$ cat src/rtl/add_arb.sv
// Round-robin arbiter that time-shares one 8-bit ripple adder among NUM_REQ clients.
// Latency: response valid 2 cycles after accept; rsp_ready low freezes the response and blocks new grants.

module adder (
   input  logic [7:0] A,
   input  logic [7:0] B,
   output logic [7:0] Result
);
   assign Result = A + B;
endmodule

module add_arb #(
   parameter int NUM_REQ = 4,
   parameter int ID_W    = 2
) (
   input  logic                   clk,
   input  logic                   rst_n,
   input  logic [NUM_REQ-1:0]     req_valid,
   input  logic [8*NUM_REQ-1:0]   req_a,
   input  logic [8*NUM_REQ-1:0]   req_b,
   output logic [NUM_REQ-1:0]     req_ready,
   output logic                   rsp_valid,
   input  logic                   rsp_ready,
   output logic [ID_W-1:0]        rsp_id,
   output logic [7:0]             rsp_sum,
   output logic                   rsp_carry,
   output logic                   busy
);
   localparam int CW = ID_W + 1;

   typedef enum logic [1:0] {IDLE, EXEC, RESP} state_t;

   state_t          state_q, state_d;
   logic [ID_W-1:0] ptr_q, ptr_d;
   logic [ID_W-1:0] id_q;
   logic [7:0]      op_a_q, op_b_q;
   logic            rsp_valid_q;
   logic [7:0]      rsp_sum_q;
   logic            rsp_carry_q;
   logic [ID_W-1:0] rsp_id_q;

   logic            win_vld;
   logic [ID_W-1:0] win_id;
   logic [CW-1:0]   cand;
   logic [CW-1:0]   ptr_inc;
   logic [7:0]      win_a, win_b;
   logic            accept;
   logic [7:0]      adder_res;
   logic            carry;

   // Search upward from the pointer; ptr < NUM_REQ keeps cand below 2*NUM_REQ, so one wrap suffices.
   always_comb begin
      win_vld = 1'b0;
      win_id  = '0;
      cand    = '0;
      for (int k = 0; k < NUM_REQ; k++) begin
         cand = CW'(ptr_q) + CW'(k);
         if (cand >= CW'(NUM_REQ)) cand = cand - CW'(NUM_REQ);
         if (!win_vld && req_valid[cand[ID_W-1:0]]) begin
            win_vld = 1'b1;
            win_id  = cand[ID_W-1:0];
         end
      end
   end

   always_comb begin
      win_a = '0;
      win_b = '0;
      for (int i = 0; i < NUM_REQ; i++) begin
         if (win_id == ID_W'(i)) begin
            win_a = req_a[8*i +: 8];
            win_b = req_b[8*i +: 8];
         end
      end
      ptr_inc = CW'(win_id) + CW'(1);
      if (ptr_inc == CW'(NUM_REQ)) ptr_inc = '0;
   end

   always_ff @(posedge clk or negedge rst_n) begin
      if (!rst_n) state_q <= IDLE;
      else        state_q <= state_d;
   end

   always_comb begin
      state_d   = state_q;
      req_ready = '0;
      accept    = 1'b0;
      ptr_d     = ptr_q;
      case (state_q)
         IDLE: begin
            if (win_vld && rst_n) begin
               req_ready = NUM_REQ'(1) << win_id;
               accept    = 1'b1;
               ptr_d     = ptr_inc[ID_W-1:0];
               state_d   = EXEC;
            end
         end
         EXEC:    state_d = RESP;
         RESP:    if (rsp_ready) state_d = IDLE;
         default: state_d = IDLE;
      endcase
   end

   adder u_adder (
      .A      (op_a_q),
      .B      (op_b_q),
      .Result (adder_res)
   );

   // Ninth bit of the widened sum; the adder itself exposes no carry.
   assign carry = |(({1'b0, op_a_q} + {1'b0, op_b_q}) >> 8);

   always_ff @(posedge clk or negedge rst_n) begin
      if (!rst_n) begin
         ptr_q       <= '0;
         id_q        <= '0;
         op_a_q      <= '0;
         op_b_q      <= '0;
         rsp_valid_q <= 1'b0;
         rsp_sum_q   <= '0;
         rsp_carry_q <= 1'b0;
         rsp_id_q    <= '0;
      end else begin
         ptr_q <= ptr_d;
         if (accept) begin
            op_a_q <= win_a;
            op_b_q <= win_b;
            id_q   <= win_id;
         end
         if (state_q == EXEC) begin
            rsp_sum_q   <= adder_res;
            rsp_carry_q <= carry;
            rsp_id_q    <= id_q;
            rsp_valid_q <= 1'b1;
         end else if (state_q == RESP && rsp_ready) begin
            rsp_valid_q <= 1'b0;
         end
      end
   end

   assign rsp_valid = rsp_valid_q;
   assign rsp_sum   = rsp_sum_q;
   assign rsp_carry = rsp_carry_q;
   assign rsp_id    = rsp_id_q;
   assign busy      = (state_q != IDLE);

endmodule

$ cat config.mk
export PLATFORM = sky130hd
export DESIGN_NAME = add_arb
export DESIGN_NICKNAME = d
export VERILOG_FILES = /design/src/rtl/add_arb.sv
export SDC_FILE = /design/constraint.sdc
export NUM_CORES = 1
export LEC_CHECK = 0
export CORE_ASPECT_RATIO = 1.2
export CORE_MARGIN = 5
export CORE_UTILIZATION = 45
export DETAILED_ROUTE_END_ITERATION = 8
export GPL_ROUTABILITY_DRIVEN = 0
export PLACE_DENSITY_LB_ADDON = 0.2
export RECOVER_POWER = 50
export SYNTH_ARGS = -nofsm -noshare
export SYNTH_HDL_FRONTEND = slang
export SYNTH_SLANG_ARGS = --single-unit
$ cat constraint.sdc
create_clock -name clk -period 3.4 [get_ports clk]
set_input_delay 0.85 -clock clk [delete_from_list [all_inputs] [get_ports clk]]
set_output_delay 0.85 -clock clk [all_outputs]
set_load 0.01 [all_outputs]
==> metrics.md, run 1 <==
| Metric | Value |
|---|---|
| First-pass DRT Iterations | `4` |
| Die area | `6870 sq um` |
| P_sw | `1160 uW` |
| Post-synth ARST share | `100%` |
| Root buf cell | `clkbuf_8` |
| Total grt overflow | `0` |
| Crit path max fanout | `4` |
| DRC | `0` |
| Synth area leader | `dfrtp_1` |
| Layout cell share with drive strength beyond 1 | `13.0%` |
| RSZ-0062 raised after global routing | `false` |
| Sum of negative setup slack | `0 ns` |
| Die Y | `89.8 um` |
| Io pins | `88` |
| Syn Area/Cell | `8.32 sq um` |
| Hold slack | `0.472 ns` |
| Comb power frac | `60.9%` |
| Num CTS Buffers | `5` |
| Synth warn | `0` |
| EDFF count, synth | `0` |
| Failing checks | `capacitance limit, slew limit` |
| Mapped Cells | `287` |
| P_leak | `0.00152 uW` |
| Int Pwr | `1600 uW` |
| Area of the mapped netlist | `2390 sq um` |
| CP Launch Type | `input pin` |
| Final hold vios | `0` |
| Area fraction of the dominant cell type after synthesis | `35.6%` |
| H-tree depth | `2` |
| Initial antenna violation count | `0` |
| Max Cap Viol | `1` |
| Worst Setup Path Type | `in2out` |
| #FFs+latches synth | `34` |
| Clock latency at the later pin of the worst-skew pair | `0.28 ns` |
| Min Tclk post-route | `3.27 ns` |
| Fin Clk Skew | `0.00481 ns` |
| Synth cell types | `36` |
| Hold Path Class | `reg2reg` |
| Crit path capture type | `primary output` |
| Clock power frac | `12.2%` |
| Sequential Power Share | `26.9%` |
| Period utilization | `96.3%` |
| Largest cells by area after synthesis | `dfrtp_1 (36%), a221oi_2 (9.4%), a21oi_1 (8.2%), nand2_1 (6.6%), ha_1 (6.3%)` |
| Post-synth top cells | `nand2_1 (42), a21oi_1 (39), nor2_1 (36)` |
| First-pass GRT wire length | `9950 um` |
| Vias per Instance | `5.14` |
| Worst Path Arrival | `2.42 ns` |
| Cell Rows | `29` |
| Antenna Nets Post-Route | `0` |
| Max-slew headroom | `-12.0%` |
| Final setup viols | `0` |
| Global Route Usage Sum | `17.4%` |
| Fmax | `306 MHz` |
| Clock slew at reported path FFs | `0.06 ns` |
| Ant. Diodes | `0` |
| Routed vias | `2,255` |
| Die W | `76.5 um` |
| Routed length per instance | `13.6 um` |
| Placed cell count | `431` |
| Post-synth top flop | `dfrtp_1` |
| Top-count cell post-synth | `nand2_1` |
| Core Footprint | `5230 sq um` |
| Syn-to-layout area delta | `44.1%` |
| Switching Share | `42.1%` |
| NumNets Final | `460` |
| Power density over the cells | `804 nW/um^2` |
| Clock Sinks | `34` |
| TritonCTS clock tree | `done` |
| Vias in the first global route | `2,213` |
| Register area share after synthesis | `35.6%` |
| Worst EP required | `2.55 ns` |
| Syn Nets | `371` |
| DRT iter0 DRCs | `57` |
| Status | `finished, violations left` |
| Buffers on Ports | `87` |
| Hold_buf cts | `0` |
| Routed WL | `5990 um` |
| Max-slew violation total from the final report | `35` |
| Max Buffers Root-to-Sink | `2` |
| HPWL after DPL | `4820 um` |
| Slew @ Worst Pin | `1.68 ns` |
| Worst VDD drop | `0.281 mV` |
| Total power | `2760 uW` |
| Initial Util | `45.7%` |
| Final Non-Filler Cells | `439` |
| Largest net degree at the start of global routing | `35` |
## per-layer routing
layer | track usage [%] | part of all wire, % | routed length [um] | vias up
met5 | 0 | 0 | 0 | -
met3 | 4.90 | 7.7 | 463 | 9
li1 | - | - | - | 1164
met1 | 21.1 | 43 | 2590 | 1008
met2 | 29.5 | 48 | 2850 | 74
met4 | 5.69 | 1.5 | 87 | 0
## cells by family (layout without fill, tap and decap cells)
group / count (synthesis) / in the layout / share of synthesized area (%)
flip-flops: 34 / 34 / 35.6
AO/OA/AOI/OAI: 96 / 96 / 29.3
adder cells (fa/ha/maj): 13 / 13 / 7.13
AND/OR/NAND/NOR: 92 / 92 / 16.6
XOR/XNOR: 5 / 5 / 1.83
multiplexers: 2 / 2 / 0.839
buffers and inverters: 45 / 135 / 8.70
## cells in the final DEF, fill, tap and decap left out, types with 2 or more instances in the layout
cell / instances
o2111ai_1: 3
buf_4: 14
dfrtp_1: 34
mux2i_1: 2
dlygate4sd2_1: 2
a21oi_1: 39
o21a_1: 2
o211ai_1: 3
clkdlybuf4s15_1: 2
clkbuf_8: 8
a221oi_2: 15
nand2b_1: 2
clkdlybuf4s50_1: 79
and2_4: 2
nand3_1: 3
dlygate4sd3_1: 2
inv_2: 2
inv_1: 23
and2_2: 2
ha_1: 12
o21ai_0: 25
nor3_1: 2
clkbuf_2: 2
xnor2_1: 5
nand2_1: 42
nor2_1: 36
## layout make-up
cell class | count | area [sq um]
fill | 486 | 1790
tap | 62 | 77.6
clock buffer | 8 | 110
timing repair buffer | 102 | 967
multi-input combinational | 208 | 1340
sequential | 34 | 851
inverter | 25 | 93.8
## worst max-delay path: stages
cell	delay [ns]
clkdlybuf4s50_1	0.47
buf_4	0.13
nor3b_2	0.04
nor3_1	0.19
buf_4	0.15
ha_1	0.18
and2_4	0.14
clkdlybuf4s15_1	0.27
## worst paths after layout
kind	from	endpoint	slack, ns	cells past startpoint
max	req_valid[1]	req_ready[1]	0.13	8
min	rsp_sum[1]	rsp_sum[1]	0.47	2
max reg2reg	ptr_q[1]	op_a_q[5]	1.04	11
min reg2reg	rsp_sum[1]	rsp_sum[1]	0.47	2
max in group asynchronous	rst_n	op_a_q[4]	0.86	2
min in group asynchronous	rst_n	id_q[0]	1.57	2
## stage by stage
stage          setup slack (ns)  instance area, sq um  utilization (%)
6_report                  0.127                  3440             65.8
3_3_place_gp             -0.301                  3330             63.8
5_1_grt                 0.00114                  3440             65.8
4_1_cts                 0.00836                  3440             65.9
2_1_floorplan             0.312                  2390                -
3_5_place_dp             -0.326                  3330             63.8
## flip-flops by register name (all words and copies together), names as in the netlist
register and count:
id_q 2, op_a_q 8, op_b_q 8, ptr_q 2, rsp_carry 1, rsp_id 2, rsp_sum 8, rsp_valid 1
state_q 2
## power groups by stage
stage | combinational (uW) | sequential (uW) | clock [uW]
after floorplan | 1170 | 754 | 0
after global placement | 1650 | 741 | 0
after detailed placement | 1690 | 750 | 0
after CTS | 1700 | 745 | 346
after global routing | 1890 | 773 | 359
final | 1680 | 743 | 337
## timing repair
action,4_1_cts,5_1_grt
resized for setup,7,8
pin swaps,1,2
endpoints found under the setup margin,4,4
gates cloned,0,0
setup buffers,0,0
Power figures use the tool's default switching activity.
==> run 2: changes to the inputs <==
==> constraint.sdc (replaced) <==
create_clock -name clk -period 3.72 [get_ports clk]
set_input_delay 0.93 -clock clk [delete_from_list [all_inputs] [get_ports clk]]
set_output_delay 0.93 -clock clk [all_outputs]
set_load 0.05 [all_outputs]
==> run 2 against run 1 <==
Effect of this change: the run still ends with capacitance limit, slew limit left; setup slack better by 0.020 ns; non-clock buffer count fell by 6; sequential power decreased by 8.6%; die area is the same; routed wire length about the same.
==> metrics.md, run 2 (synthesis results as in run 1) <==
| Metric | Value |
|---|---|
| Status | `finished, violations left` |
| Failing checks | `capacitance limit, slew limit` |
| Crit path capture type | `primary output` |
| HPWL after DPL | `4900 um` |
| Leading cell type in the layout, fill and taps excluded | `clkdlybuf4s50_1` |
| Final setup viols | `0` |
| Length of routed met3 wiring | `487 um` |
| Core Footprint | `5230 sq um` |
| Path depth of the worst reg2reg path | `11` |
| Post_cts resized | `0` |
| Routed WL | `5990 um` |
| First-pass GRT wire length | `10,100 um` |
| Worst Path Arrival | `2.64 ns` |
| CP top delay family | `buffers and inverters` |
| Max incr delay on CP | `0.59 ns` |
| Worst Setup Path Type | `in2out` |
| Max Buffers Root-to-Sink | `2` |
| Io pins | `88` |
| R2R Setup Slk | `1.39 ns` |
| Layout cell share with drive strength beyond 1 | `11.1%` |
| Multi-input gate area | `1330 sq um` |
| Antenna Nets Post-Route | `0` |
| Fmax | `280 MHz` |
| Num CTS Buffers | `5` |
| Clock latency at the later pin of the worst-skew pair | `0.28 ns` |
| Global Route Usage Sum | `17.7%` |
| Worst EP required | `2.79 ns` |
| Clock Sinks | `34` |
| Max Cap Viol | `1` |
| Buffers on Ports | `87` |
| Cell Rows | `29` |
| Commonest non-fill, non-tap cells in the layout | `clkdlybuf4s50_1 (81), nand2_1 (42), a21oi_1 (39)` |
| Post-CTS setup buffers | `0` |
| Hold Startpoint | `rsp_sum[0]` |
| Top Layer Used | `met4` |
| Fin Clk Skew | `0.00487 ns` |
| Slowest-stage cell, CP | `clkdlybuf4s50_1` |
| Clock slew at reported path FFs | `0.06 ns` |
| Worst Hold Path Cells | `2` |
| RSZ-0062 raised after global routing | `false` |
| CP Launch Type | `input pin` |
| Total grt overflow | `0` |
| Vias per Instance | `5.24` |
| Vias in the first global route | `2,249` |
| Buffers and inverters on the worst path | `3` |
| Routed vias | `2,271` |
| Storage element area | `851 sq um` |
| Largest net degree at the start of global routing | `35` |
| H-tree depth | `2` |
| Syn-to-layout area delta | `43.1%` |
| FF-to-FF Start | `ptr_q[1]` |
| Power density over the cells | `796 nW/um^2` |
| Crit path max fanout | `5` |
| Die area | `6870 sq um` |
| Slew @ Worst Pin | `1.70 ns` |
| Final hold vios | `0` |
| DRT iter0 DRCs | `116` |
| Hold Path Sink | `rsp_sum[0]` |
| Cell Chain, Critical Path | `clkdlybuf4s50_1, a21oi_1, o21a_1, o22ai_1, inv_1, ha_1, and2_2, buf_12` |
| Min Tclk post-route | `3.57 ns` |
| First-pass DRT Iterations | `4` |
| Total power | `2720 uW` |
| Die W | `76.5 um` |
| TritonCTS clock tree | `done` |
| Hold slack | `0.476 ns` |
| Die Y | `89.8 um` |
| DRC | `0` |
| WL met1 | `2500 um` |
| Ant. Diodes | `0` |
| Initial antenna violation count | `0` |
| Max-slew violation total from the final report | `35` |
| Initial Util | `45.7%` |
| Hold_buf cts | `0` |
| Routed length per instance | `13.8 um` |
| Filler instances | `476` |
| Hold Path Class | `reg2reg` |
| P_leak | `0.00149 uW` |
| Reg-to-Reg End | `op_b_q[1]` |
| Root buf cell | `clkbuf_8` |
| Max-slew headroom | `-13.5%` |
| Sum of negative setup slack | `0 ns` |
| Metal2 WL | `2860 um` |
| Period utilization | `96.0%` |
| NumNets Final | `454` |
| Worst VDD drop | `0.334 mV` |
run 2: power by group:
group / switching [uW] / leakage, uW / internal (uW)
sequential: 124 / 0.000404 / 554
combinational: 1040 / 0.00104 / 731
clock: 120 / 0.0000482 / 149
run 2: cell type report:
class                      count  area share (%)
multi-input combinational    208            38.9
timing repair buffer          96            28.5
sequential                    34            24.9
inverter                      25            2.75
clock buffer                   7            2.53
tap                           62            2.27
clock inverter                 1           0.146
run 2: worst max-delay path by stage:
stage            startpoint      endpoint  slack [ns]  depth (start not counted)
3_3_place_gp   req_valid[0]  req_ready[3]        0.20                          8
5_1_grt        req_valid[0]  req_ready[3]        0.03                          8
2_1_floorplan  req_valid[2]  req_ready[3]        0.33                          7
3_5_place_dp   req_valid[0]  req_ready[3]        0.14                          8
6_report       req_valid[0]  req_ready[3]        0.15                          8
4_1_cts        req_valid[0]  req_ready[3]        0.13                          8
run 2: metrics by stage:
stage / instances / setup WS, ns / util [%] / cell area [sq um]
3_5_place_dp: 425 / 0.142 / 63.7 / 3330
2_1_floorplan: 287 / 0.331 / - / 2390
6_report: 433 / 0.148 / 65.4 / 3420
4_1_cts: 433 / 0.130 / 65.5 / 3420
3_3_place_gp: 425 / 0.200 / 63.7 / 3330
5_1_grt: 433 / 0.0331 / 65.4 / 3420
run 2: per-layer routing:
layer  vias up  track usage [%]
li1       1147                -
met1      1017             21.7
met2        94             29.7
met3        13             4.50
met4         0             6.41
met5         -                0
run 2: worst register-to-register path, delay by kind of cell (launching register included):
| kind | cells | cell delay, ns |
|---|---|---|
| flops | 1 | 0.47 |
| compound gates | 3 | 0.58 |
| mux | 1 | 0.21 |
| buf+inv | 3 | 0.46 |
| simple gates | 3 | 0.30 |
| fa+ha+maj | 1 | 0.20 |
